--- config.mk ---
export PLATFORM = sky130hd
export DESIGN_NAME = alu_pipe
export DESIGN_NICKNAME = d
export VERILOG_FILES = /design/src/rtl/alu_pkg.sv /design/src/rtl/alu_mul_seq.sv /design/src/rtl/alu_pipe.sv
export SDC_FILE = /design/constraint.sdc
export NUM_CORES = 1
export LEC_CHECK = 0
export BUFFER_PORTS_ARGS = -buffer_cell sky130_fd_sc_hd__buf_2
export CAP_MARGIN = 30
export CORE_ASPECT_RATIO = 0.9
export CORE_MARGIN = 4
export CORE_UTILIZATION = 65
export DETAILED_ROUTE_END_ITERATION = 6
export PLACE_DENSITY = 0.84
export SLEW_MARGIN = 20
export SYNTH_ARGS = -nofsm -noshare
export SYNTH_HDL_FRONTEND = slang
export SYNTH_SLANG_ARGS = --single-unit
--- constraint.sdc ---
create_clock -name clk -period 8.65 [get_ports clk]
set_clock_uncertainty 0.2 [all_clocks]
set_input_delay 2.1625 -clock clk [delete_from_list [all_inputs] [get_ports clk]]
set_output_delay 2.1625 -clock clk [all_outputs]
set_load 0.1 [all_outputs]
--- src/rtl/alu_pkg.sv ---
// rtl/alu_pkg.sv - opcode, state and single-cycle datapath definitions for alu_pipe
package alu_pkg;

   localparam int OP_W  = 4;
   localparam int MAX_W = 32;

   typedef enum logic [OP_W-1:0] {
      OP_ADD = 4'd0,
      OP_SUB = 4'd1,
      OP_AND = 4'd2,
      OP_OR  = 4'd3,
      OP_NOT = 4'd4,
      OP_XOR = 4'd5,
      OP_SHL = 4'd6,
      OP_SHR = 4'd7,
      OP_MUL = 4'd8
   } alu_op_e;

   typedef logic [1:0] alu_state_t;
   localparam alu_state_t ST_IDLE = 2'd0;
   localparam alu_state_t ST_MUL  = 2'd1;
   localparam alu_state_t ST_DONE = 2'd2;

   typedef struct packed {
      logic [MAX_W-1:0] result;
      logic             carry;
      logic             ovf;
      logic             illegal;
   } alu_res_t;

   // Operands arrive zero-extended to MAX_W; width selects the live LSBs.
   // MUL is not a single-cycle op, so it is reported illegal here and the
   // caller decides whether the sequential multiplier takes it instead.
   function automatic alu_res_t alu_comb(input logic [OP_W-1:0]  op,
                                         input logic [MAX_W-1:0] a,
                                         input logic [MAX_W-1:0] b,
                                         input int unsigned      width);
      alu_res_t         r;
      logic [MAX_W-1:0] mask;
      logic [MAX_W-1:0] am;
      logic [MAX_W-1:0] bm;
      logic [MAX_W:0]   wide;
      logic [5:0]       cbit;
      logic [4:0]       sbit;
      logic             sa;
      logic             sb;
      logic             sr;
      mask = 32'((33'd1 << width) - 33'd1);
      am   = a & mask;
      bm   = b & mask;
      cbit = 6'(width);
      sbit = 5'(width - 1);
      sa   = am[sbit];
      sb   = bm[sbit];
      r    = '0;
      wide = '0;
      case (op)
         OP_ADD: begin
            wide     = {1'b0, am} + {1'b0, bm};
            r.result = wide[MAX_W-1:0] & mask;
            r.carry  = wide[cbit];
            sr       = r.result[sbit];
            r.ovf    = (sa == sb) && (sr != sa);
         end
         OP_SUB: begin
            wide     = {1'b0, am} - {1'b0, bm};
            r.result = wide[MAX_W-1:0] & mask;
            r.carry  = (am < bm);
            sr       = r.result[sbit];
            r.ovf    = (sa != sb) && (sr != sa);
         end
         OP_AND: r.result = am & bm;
         OP_OR:  r.result = am | bm;
         OP_NOT: r.result = ~am & mask;
         OP_XOR: r.result = am ^ bm;
         OP_SHL: r.result = (bm >= width) ? '0 : ((am << bm[4:0]) & mask);
         OP_SHR: r.result = (bm >= width) ? '0 : (am >> bm[4:0]);
         default: r.illegal = 1'b1;
      endcase
      return r;
   endfunction

endpackage

--- src/rtl/alu_mul_seq.sv ---
// rtl/alu_mul_seq.sv - shift-add unsigned multiplier, one partial product per cycle
module alu_mul_seq
   import alu_pkg::*;
#(
   parameter int WIDTH = 8
) (
   input  logic               clk,
   input  logic               rst_n,
   input  logic               start,
   input  logic [WIDTH-1:0]   a,
   input  logic [WIDTH-1:0]   b,
   output logic               done,
   output logic [2*WIDTH-1:0] product
);

   localparam int CW = $clog2(WIDTH);
   localparam logic [CW-1:0] LAST = CW'(WIDTH - 1);

   logic [2*WIDTH-1:0] mcand_q, mcand_d;
   logic [2*WIDTH-1:0] acc_q, acc_d;
   logic [WIDTH-1:0]   mplier_q, mplier_d;
   logic [CW-1:0]      count_q, count_d;
   logic               busy_q, busy_d;
   logic [2*WIDTH-1:0] step_sum;

   // Accumulator after this cycle's step; on the last step it is the full product.
   always_comb begin
      step_sum = acc_q + (mplier_q[0] ? mcand_q : '0);
   end

   assign done    = busy_q && (count_q == LAST);
   assign product = step_sum;

   // Load operands on start, otherwise shift multiplicand left and multiplier right.
   always_comb begin
      mcand_d  = mcand_q;
      acc_d    = acc_q;
      mplier_d = mplier_q;
      count_d  = count_q;
      busy_d   = busy_q;
      if (start) begin
         mcand_d  = {{WIDTH{1'b0}}, a};
         mplier_d = b;
         acc_d    = '0;
         count_d  = '0;
         busy_d   = 1'b1;
      end else if (busy_q) begin
         acc_d    = step_sum;
         mcand_d  = mcand_q << 1;
         mplier_d = mplier_q >> 1;
         count_d  = count_q + 1'b1;
         if (count_q == LAST) begin
            busy_d = 1'b0;
         end
      end
   end

   // Multiplier state; reset abandons any product in flight.
   always_ff @(posedge clk or negedge rst_n) begin
      if (!rst_n) begin
         mcand_q  <= '0;
         acc_q    <= '0;
         mplier_q <= '0;
         count_q  <= '0;
         busy_q   <= 1'b0;
      end else begin
         mcand_q  <= mcand_d;
         acc_q    <= acc_d;
         mplier_q <= mplier_d;
         count_q  <= count_d;
         busy_q   <= busy_d;
      end
   end

endmodule

--- src/rtl/alu_pipe.sv ---
// rtl/alu_pipe.sv - handshaked ALU with flags and a multi-cycle multiplier
module alu_pipe
   import alu_pkg::*;
#(
   parameter int WIDTH  = 8,
   parameter bit MUL_EN = 1'b1
) (
   input  logic             clk,
   input  logic             rst_n,
   input  logic             in_valid,
   output logic             in_ready,
   input  logic [3:0]       in_op,
   input  logic [WIDTH-1:0] in_a,
   input  logic [WIDTH-1:0] in_b,
   output logic             out_valid,
   input  logic             out_ready,
   output logic [WIDTH-1:0] out_result,
   output logic             out_zero,
   output logic             out_neg,
   output logic             out_carry,
   output logic             out_ovf,
   output logic             out_illegal
);

   alu_state_t       state_q, state_d;
   logic [WIDTH-1:0] result_q, result_d;
   logic             zero_q, zero_d;
   logic             neg_q, neg_d;
   logic             carry_q, carry_d;
   logic             ovf_q, ovf_d;
   logic             illegal_q, illegal_d;

   logic [MAX_W-1:0]   a_ext;
   logic [MAX_W-1:0]   b_ext;
   alu_res_t           comb_res;
   logic               unused_comb_bits;
   logic               accept;
   logic               is_mul;
   logic               mul_start;
   logic               mul_done;
   logic [2*WIDTH-1:0] mul_product;

   assign in_ready  = (state_q == ST_IDLE) || ((state_q == ST_DONE) && out_ready);
   assign out_valid = (state_q == ST_DONE);
   assign accept    = in_valid && in_ready;
   assign is_mul    = (in_op == OP_MUL) && MUL_EN;
   assign mul_start = accept && is_mul;

   // Single-cycle datapath on the zero-extended operands.
   always_comb begin
      a_ext            = '0;
      b_ext            = '0;
      a_ext[WIDTH-1:0] = in_a;
      b_ext[WIDTH-1:0] = in_b;
      comb_res         = alu_comb(in_op, a_ext, b_ext, 32'(WIDTH));
      unused_comb_bits = ^comb_res.result;
   end

   alu_mul_seq #(
      .WIDTH(WIDTH)
   ) u_mul (
      .clk    (clk),
      .rst_n  (rst_n),
      .start  (mul_start),
      .a      (in_a),
      .b      (in_b),
      .done   (mul_done),
      .product(mul_product)
   );

   // Next state and next output register; outputs only change when a result loads.
   always_comb begin
      state_d   = state_q;
      result_d  = result_q;
      zero_d    = zero_q;
      neg_d     = neg_q;
      carry_d   = carry_q;
      ovf_d     = ovf_q;
      illegal_d = illegal_q;
      if (accept) begin
         if (is_mul) begin
            state_d = ST_MUL;
         end else begin
            state_d   = ST_DONE;
            result_d  = comb_res.result[WIDTH-1:0];
            zero_d    = (comb_res.result[WIDTH-1:0] == '0);
            neg_d     = comb_res.result[WIDTH-1];
            carry_d   = comb_res.carry;
            ovf_d     = comb_res.ovf;
            illegal_d = comb_res.illegal;
         end
      end else if (state_q == ST_MUL) begin
         if (mul_done) begin
            state_d   = ST_DONE;
            result_d  = mul_product[WIDTH-1:0];
            zero_d    = (mul_product[WIDTH-1:0] == '0);
            neg_d     = mul_product[WIDTH-1];
            carry_d   = |mul_product[2*WIDTH-1:WIDTH];
            ovf_d     = 1'b0;
            illegal_d = 1'b0;
         end
      end else if (state_q == ST_DONE) begin
         if (out_ready) begin
            state_d = ST_IDLE;
         end
      end else if (state_q != ST_IDLE) begin
         state_d = ST_IDLE;
      end
   end

   // FSM state and output register.
   always_ff @(posedge clk or negedge rst_n) begin
      if (!rst_n) begin
         state_q   <= ST_IDLE;
         result_q  <= '0;
         zero_q    <= 1'b0;
         neg_q     <= 1'b0;
         carry_q   <= 1'b0;
         ovf_q     <= 1'b0;
         illegal_q <= 1'b0;
      end else begin
         state_q   <= state_d;
         result_q  <= result_d;
         zero_q    <= zero_d;
         neg_q     <= neg_d;
         carry_q   <= carry_d;
         ovf_q     <= ovf_d;
         illegal_q <= illegal_d;
      end
   end

   assign out_result  = result_q;
   assign out_zero    = zero_q;
   assign out_neg     = neg_q;
   assign out_carry   = carry_q;
   assign out_ovf     = ovf_q;
   assign out_illegal = illegal_q;

endmodule

==> results of run 1 <==
-- worst max-delay path, cell delays in order --
cell	delay [ns]
buf_2	0.10
inv_1	0.05
a21oi_1	0.20
buf_2	0.46
-- sequential cells by signal, summed over array words and instances, names as in the netlist --
name / count
out_carry: 1
out_illegal: 1
out_ovf: 1
out_result: 8
out_zero: 1
state_q: 2
u_mul.acc_q: 16
u_mul.busy_q: 1
u_mul.count_q: 3
u_mul.mcand_q: 16
u_mul.mplier_q: 8
-- stage by stage --
stage          power [mW]   util  cell area, um^2  hold WS [ns]  instances
2_1_floorplan        1.10      -             5120         0.287        612
3_3_place_gp         1.25  0.698             5320         0.256        713
3_5_place_dp         1.28  0.700             5330         0.263        714
4_1_cts              1.54  0.725             5530         0.278        730
5_1_grt              1.65  0.729             5550         0.301        731
6_report             1.54  0.729             5550         0.271        731
-- synth_stat cells, types with 4 or more instances --
master	number
nand2_1	63
nor2_1	59
dfrtp_1	58
mux2i_1	45
ha_1	41
o21ai_0	40
a21oi_1	35
clkbuf_1	34
inv_1	28
and2_1	16
nand3_1	15
a211oi_1	14
xnor2_1	12
nor2b_1	9
nand2b_1	8
nor3_1	8
o211ai_1	8
a21o_1	6
o31ai_1	6
xor2_1	6
a221o_1	5
a221oi_1	5
a31oi_1	5
o221ai_1	5
o22ai_1	5
a22oi_1	4
nor4_1	4
o2111ai_1	4
o21a_1	4
-- logic make-up (layout without fill, tap and decap cells) --
kind of cell | after synthesis | in the layout | synth area share
AND/OR/NAND/NOR | 200 | 200 | 0.184
AO/OA/AOI/OAI | 176 | 176 | 0.237
buffers and inverters | 66 | 89 | 0.0491
flip-flops | 58 | 58 | 0.283
multiplexers | 50 | 50 | 0.103
adder cells (fa/ha/maj) | 44 | 44 | 0.112
XOR/XNOR | 18 | 18 | 0.0308
-- power by group --
group          internal (mW)  leakage, nW  switching, mW
sequential             0.383        0.735         0.0802
clock                  0.132       0.0990          0.117
combinational          0.280         1.68          0.550
total                  0.796         2.52          0.748
-- layout make-up --
type,count,area (um^2)
Multi-Input combinational cell,488,3420
Fill cell,583,2070
Sequential cell,58,1450
Timing Repair Buffer,44,259
Clock buffer,9,124
Tap cell,96,120
Inverter,29,109
Clock inverter,7,70.1
-- metal layers --
| layer | routed length, um | up-vias | GRT usage |
|---|---|---|---|
| met5 | 13 | - | 0 |
| met4 | 208 | 2 | 0.0687 |
| met3 | 1470 | 25 | 0.0791 |
| met2 | 6180 | 271 | 0.453 |
| met1 | 6220 | 2306 | 0.444 |
| li1 | - | 2260 | - |
-- how the worst max path moves through the flow --
| stage | depth (start not counted) | from | slack [ns] | to |
|---|---|---|---|---|
| after CTS | 4 | out_ready | 3.31 | in_ready |
| after global routing | 4 | out_ready | 3.26 | in_ready |
| after floorplan | 2 | out_ready | 2.56 | in_ready |
| after global placement | 4 | out_ready | 3.38 | in_ready |
| final | 4 | out_ready | 3.31 | in_ready |
| after detailed placement | 4 | out_ready | 3.32 | in_ready |
==> impl_metrics.toml, run 1 <==
[place]
gp_congestion = 0.983
port_buffers = 38
preCtsSetupSlack_ns = 3.32
place_hpwl_um = 10400

[routing]
wirelength_um = 14100
postRouteAntennaNets = 0
drt_iter0_drc = 522
drt-pass1-iter-count = 6
num_vias = 4864
wl_per_cell_um = 19.3
viasPerCell = 6.65
drc = 0

[timing]
period_minus_slack_ns = 5.34
final-hold-violation-count = 0
max_freq_mhz = 187
worst_slack_ns = 3.31
setup_viol_count_final = 0
setup_tns_ns = 0
worstMarginPinSlew_ns = 0.882
drv_slew = 0
max-slew-margin-rel = 0.407
rsz0062_at_grt = "false"
post-route-period-util = 0.617

[yosys]
synth_area_um2 = 5120
synth_ff_type = "dfrtp_1"
yosysWarnings = 0
yosys.area.top_type = "dfrtp_1"
syn-instance-count = 612
avgSynthCellArea_um2 = 8.37
synth.area.top_cells = "dfrtp_1, ha_1, mux2i_1, nand2_1, nor2_1"
syn_nets = 680
yosys.area.top_type_share = 0.283
synth-async-reset-ratio = 1.00
synth-seq-cells = 58
ys_types = 67
seq_area_frac_synth = 0.283
synth_edf_count = 0

[worst_setup_path]
cp.required_ns = 6.29
r2r_slack_ns = 4.70
crit_fanout = 2
worstSetupStartpointType = "primary input"
critPathKind = "primary input to output pin"
rr_worst_depth = 11
r2r_end = "out_carry"
r2r-start = "u_mul.mplier_q[0]"
worstPathArrival_ns = 2.97
worstSetupEndpointType = "output pin"

[die]
dieArea_um2 = 9360
core_um2 = 7620
die_w_um = 102
rows = 30
num_io_pins = 39
start_util = 0.672
fp.dieH_um = 92.2

[finish]
final_common_cell = "nand2_1"
diodes = 0
drive_above_1_share = 0.121
layout.nets = 698
syn2layout_area_growth_pct = 8.45
layout_common_cells = "nand2_1, nor2_1, dfrtp_1"

[cts]
cts_tree = "built"
cts-htree-levels = 3
clock_sinks = 58
cts.clk_slew.worst_paths_ns = 0.07
cts_setup_buffers = 0
cts_buffer_depth = 2
numCtsBuffers = 9
cts-root-buf = "clkbuf_8"
clk_latency_ns = 0.34
ctsHoldBuffers = 0
cts_resized = 0

[hold_path]
holdPathEnd = "out_result[1]"
holdPathStages = 2
hold_class = "register to register"
min_from = "out_result[1]"

[pwr]
p_per_area_nw_per_um2 = 278
leakage_nw = 2.52
ir_worst_vdd_uv = 202

[grt]
gr-total-overflow = 0
antenna_found_initial = 1
grt_max_degree = 61
grtUsageTotal = 0.305
first_global_vias = 4520
grt_first_pass_wirelength_um = 22800

[run]
drv_cap = 0

[run_status]
outcome = "finished clean"
Power figures use the tool's default switching activity.
==> inputs of run 2 (changes only) <==
Settings changed: ABC_AREA from default to 1, CORE_UTILIZATION 65 to 56, PLACE_DENSITY 0.84 to 0.77.
Clock period 8.65 ns to 4.4 ns, I/O delays scaled along.
==> run 2 against run 1 <==
  * Global-route usage shrank 2.7 points
  * Combinational power grew 46%
  * Worst hold slack gained 0.015 ns
  * Routed wire length grew 2.9%
  * Final area grew 0.68%
  * Flip-flop and latch count is the same
  * Die area grew 17%
  * Count of clock-buffer cells in the layout grew 4
  * Critical path type is now primary input to register
==> impl_metrics.toml, run 2 <==
[timing]
rsz0062_at_grt = "false"
drv_slew = 0
final-hold-violation-count = 0
max-slew-margin-rel = 0.644
worstMarginPinSlew_ns = 0.533
period_minus_slack_ns = 3.40
max_freq_mhz = 294
post-route-period-util = 0.773
setup_viol_count_final = 0
setup_tns_ns = 0

[yosys]
synth_most_common_cell = "nand2_1"
yosys.area.top_type = "dfrtp_1"
synth-async-reset-ratio = 1.00
yosys.area.top_type_share = 0.278
seq_area_frac_synth = 0.278
yosysWarnings = 0
synth-seq-cells = 58
syn_nets = 862
avgSynthCellArea_um2 = 6.59
synth.area.top_cells = "dfrtp_1, nand2_1, ha_1, inv_1, nand3_1"
synth_edf_count = 0
syn-instance-count = 794
synth_ff_type = "dfrtp_1"
ys_types = 40
ys_top_cells_by_count = "nand2_1, inv_1, nand3_1"
synth_area_um2 = 5230

[pwr]
ir_worst_vdd_uv = 328
p_int_mw = 1.24
power.switching_mw = 1.19
pwr-share-clk = 0.169
p_comb_frac = 0.496
p_per_area_nw_per_um2 = 435
p_seq_frac = 0.335
swShare = 0.489
leakage_nw = 3.12

[cts]
clock_sinks = 58
cts-htree-levels = 3
cts.clk_slew.worst_paths_ns = 0.06
ctsHoldBuffers = 0
cts_setup_buffers = 0
clk_latency_ns = 0.34
cts_resized = 0
cts_tree = "built"
numCtsBuffers = 9
cts_buffer_depth = 2
cts-root-buf = "clkbuf_8"

[worst_setup_path]
r2r_end = "u_mul.count_q[2]"
r2r_slack_ns = 1.40
crit_start = "out_ready"
critPathKind = "primary input to register"
cp-endpoint = "u_mul.count_q[2]"
worstPathArrival_ns = 3.42
r2r-start = "state_q[1]"
worstSetupStartpointType = "primary input"
worstSetupEndpointType = "register"
cp.required_ns = 4.42
crit_fanout = 29
rr_worst_depth = 9

[place]
place_hpwl_um = 11400
gp_congestion = 1.06
port_buffers = 38

[grt]
grtUsageTotal = 0.278
grt_first_pass_wirelength_um = 24100
antenna_found_initial = 0
first_global_vias = 4860
gr-total-overflow = 0
grt_max_degree = 31

[die]
dieArea_um2 = 10900
rows = 33
core_um2 = 9130
start_util = 0.573
fp.dieH_um = 99.7
num_io_pins = 39
die_w_um = 110

[run]
drv_cap = 0

[finish]
utilization = 0.613
layout_common_cells = "nand2_1, inv_1, nand3_1"
diodes = 0
reg_top3 = "u_mul.acc_q x16, u_mul.mcand_q x16"
drive_above_1_share = 0.0911
syn2layout_area_growth_pct = 6.94
final_common_cell = "nand2_1"
layout.nets = 889

[routing]
num_vias = 5307
drt_iter0_drc = 514
viasPerCell = 5.62
wirelength_um = 14500
drc = 0
drt-pass1-iter-count = 5
wl_per_cell_um = 15.3
postRouteAntennaNets = 0

[run_status]
outcome = "finished clean"

[hold_path]
hold_class = "register to register"
==> run 2: changes by cell type in the layout (fill, tap and decap cells not counted), moves of 10 or more <==
cell and change:
a211oi_1 -13, and2_1 -16, inv_1 +82, mux2i_1 -45, nand2_1 +163, nand3_1 +64, nor2_1 +17, o21ai_1 +13
o22ai_1 +10
==> run 2: worst min-delay path by stage <==
stage                                start  cells past startpoint               end
final                        out_result[1]                      2     out_result[1]
after floorplan           u_mul.count_q[0]                      1  u_mul.count_q[0]
after CTS                    out_result[2]                      2     out_result[2]
after global routing        u_mul.acc_q[9]                      1    u_mul.acc_q[9]
after global placement           out_carry                      2         out_carry
after detailed placement     out_result[2]                      2     out_result[2]
==> run 2: area by class of cell <==
type	count	area [um^2]
multi-input cells	594	3180
fillers	884	3530
clock buffers	13	159
repair buffers	41	213
flip-flops and latches	58	1450
well taps	122	153
inverters	117	439
==> run 2: logic make-up after synthesis <==
family | Yosys count | synth area share
buf+inv | 142 | 0.115
compound gates | 125 | 0.143
xor+xnor | 11 | 0.0184
simple gates | 414 | 0.336
fa+ha+maj | 44 | 0.110
flops | 58 | 0.278
==> run 2: worst max-delay path, cell delays in order <==
cell     delay, ns
buf_2         0.09
nor2_2        0.05
nor3b_4       0.39
inv_2         0.21
nor2_2        0.16
nand3_2       0.38
nand2_2       0.43
inv_2         0.30
a22o_1        0.29
==> run 2: routing by layer <==
layer / GRT usage / share of wire
met2: 0.399 / 0.43
met5: 0 / 0
met4: 0.0489 / 0.013
met3: 0.0883 / 0.10
met1: 0.414 / 0.45
==> run 2: per-stage QoR <==
stage / setup slack (ns) / hold slack, ns / area [um^2] / instances / total power, mW
floorplan: 0.699 / 0.251 / 5230 / 794 / 1.79
global placement: 0.752 / 0.265 / 5430 / 932 / 1.99
detailed placement: 0.675 / 0.275 / 5430 / 932 / 2.02
CTS: 1.05 / 0.289 / 5590 / 945 / 2.44
global route: 0.694 / 0.305 / 5590 / 945 / 2.62
finish: 1.00 / 0.286 / 5590 / 945 / 2.43
==> run 2: power by group through the flow <==
stage	clock [mW]	sequential (mW)	combinational [mW]
floorplan	0	1.02	0.762
global placement	0	0.813	1.18
detailed placement	0	0.819	1.20
CTS	0.422	0.812	1.20
global route	0.449	0.836	1.33
finish	0.412	0.814	1.21
==> inputs of run 3 (changes only) <==
Settings changed: CORE_UTILIZATION 56 to 62, PLACE_DENSITY 0.77 to 0.81.
Clock period 4.4 ns to 3.18 ns, I/O delays scaled along.
==> run 3 against run 2 <==
  * Largest cell class unchanged
  * Clock power grew 83%
  * Setup slack lost 0.72 ns
  * Via count grew 3.9%
==> impl_metrics.toml, run 3 (same netlist as run 2, synthesis figures left out) <==
[finish]
syn2layout_area_growth_pct = 9.72
drive_above_1_share = 0.113
reg_top3 = "u_mul.acc_q x16, u_mul.mcand_q x16"
num-fill-cells = 710
final_common_cell = "nand2_1"
diodes = 0
layout.nets = 904
layout_common_cells = "nand2_1, inv_1, nand3_1"
stdcell_area_um2 = 5740

[die]
rows = 31
num_io_pins = 39
core_um2 = 8150
start_util = 0.642
die_w_um = 105
fp.dieH_um = 95.1
dieArea_um2 = 9970

[cts]
clock_sinks = 58
cts_setup_buffers = 0
numCtsBuffers = 9
cts.clk_slew.worst_paths_ns = 0.06
cts-root-buf = "clkbuf_8"
cts_resized = 0
clk_latency_ns = 0.34
cts_buffer_depth = 2
cts_tree = "built"
cts-htree-levels = 3
ctsHoldBuffers = 0

[timing]
rsz0062_at_grt = "false"
setup_viol_count_final = 0
drv_slew = 0
period_minus_slack_ns = 2.90
max_freq_mhz = 345
worstMarginPinSlew_ns = 0.619
setup_tns_ns = 0
post-route-period-util = 0.913
finalHoldWorstSlack_ns = 0.269
worst_slack_ns = 0.278
final-hold-violation-count = 0
max-slew-margin-rel = 0.588

[grt]
antenna_found_initial = 0
grtUsageTotal = 0.319
grt_first_pass_wirelength_um = 25400
first_global_vias = 5070
gr-total-overflow = 0
grt_max_degree = 30

[pwr]
ir_worst_vdd_uv = 607
leakage_nw = 3.22
p_per_area_nw_per_um2 = 630

[worst_setup_path]
crit_start = "in_a[3]"
r2r-start = "u_mul.mplier_q[0]"
cp.required_ns = 3.25
crit_fanout = 9
r2r_end = "out_carry"
cp-endpoint = "out_zero"
worstSetupStartpointType = "primary input"
r2r_slack_ns = 0.39
worstPathArrival_ns = 2.97
critPathKind = "primary input to register"
rr_worst_depth = 14
worstSetupEndpointType = "register"

[place]
port_buffers = 38
preCtsSetupSlack_ns = -0.00122
gp_congestion = 1.00
place_area_um2 = 5520
place_hpwl_um = 12000

[run_status]
outcome = "finished clean"

[routing]
wl_per_cell_um = 16.2
wirelength_um = 15200
viasPerCell = 5.87
drt-pass1-iter-count = 7
drt_iter0_drc = 528
num_vias = 5516
drc = 0
postRouteAntennaNets = 0

[hold_path]
hold_class = "primary input to asynchronous set/reset pin"

[run]
drv_cap = 0
[run 3: layer usage]
metal	share of wire	up-vias	track usage
met5	0	-	0
met2	0.42	313	0.481
li1	-	2664	-
met4	0.015	0	0.0678
met1	0.45	2515	0.459
met3	0.11	24	0.0900
[run 3: worst min path at each step]
stage,depth (start not counted),slack (ns),to,from
6_report,1,0.27,out_result[2],rst_n
5_1_grt,1,0.30,u_mul.mcand_q[4],rst_n
4_1_cts,1,0.28,u_mul.acc_q[3],rst_n
3_5_place_dp,2,0.27,out_carry,out_carry
3_3_place_gp,2,0.26,out_result[2],out_result[2]
2_1_floorplan,1,0.25,u_mul.count_q[0],u_mul.count_q[0]
[run 3: metrics by stage]
stage	std cells	total power, mW	utilization
after global placement	924	2.79	0.677
after floorplan	794	2.47	-
final	940	3.61	0.704
after global routing	940	3.86	0.704
after detailed placement	924	2.84	0.677
after CTS	940	3.60	0.704
[run 3: cell type report]
class                           instances  area, um^2  area share
Tap cell                               99         124      0.0216
Clock inverter                          5        77.6      0.0135
Multi-Input combinational cell        594        3180       0.554
Timing Repair Buffer                   56         325      0.0567
Sequential cell                        58        1450       0.253
Clock buffer                           11         141      0.0246
Inverter                              117         439      0.0766
[run 3: worst max-delay path, stage by stage]
cell and delay (ns):
buf_2 0.18, inv_1 0.13, ha_1 0.50, inv_1 0.18, a21oi_1 0.21, nand2_1 0.09, o21ai_0 0.21, nand2_1 0.08
nor2_1 0.20, nand2_1 0.08, nor2_1 0.11, nand4_1 0.10, a21oi_2 0.12
[run 3: where the power goes]
| group | internal (mW) | switching [mW] | total, mW |
|---|---|---|---|
| logic | 0.475 | 1.25 | 1.73 |
| clock network | 0.460 | 0.294 | 0.754 |
| registers | 0.964 | 0.167 | 1.13 |
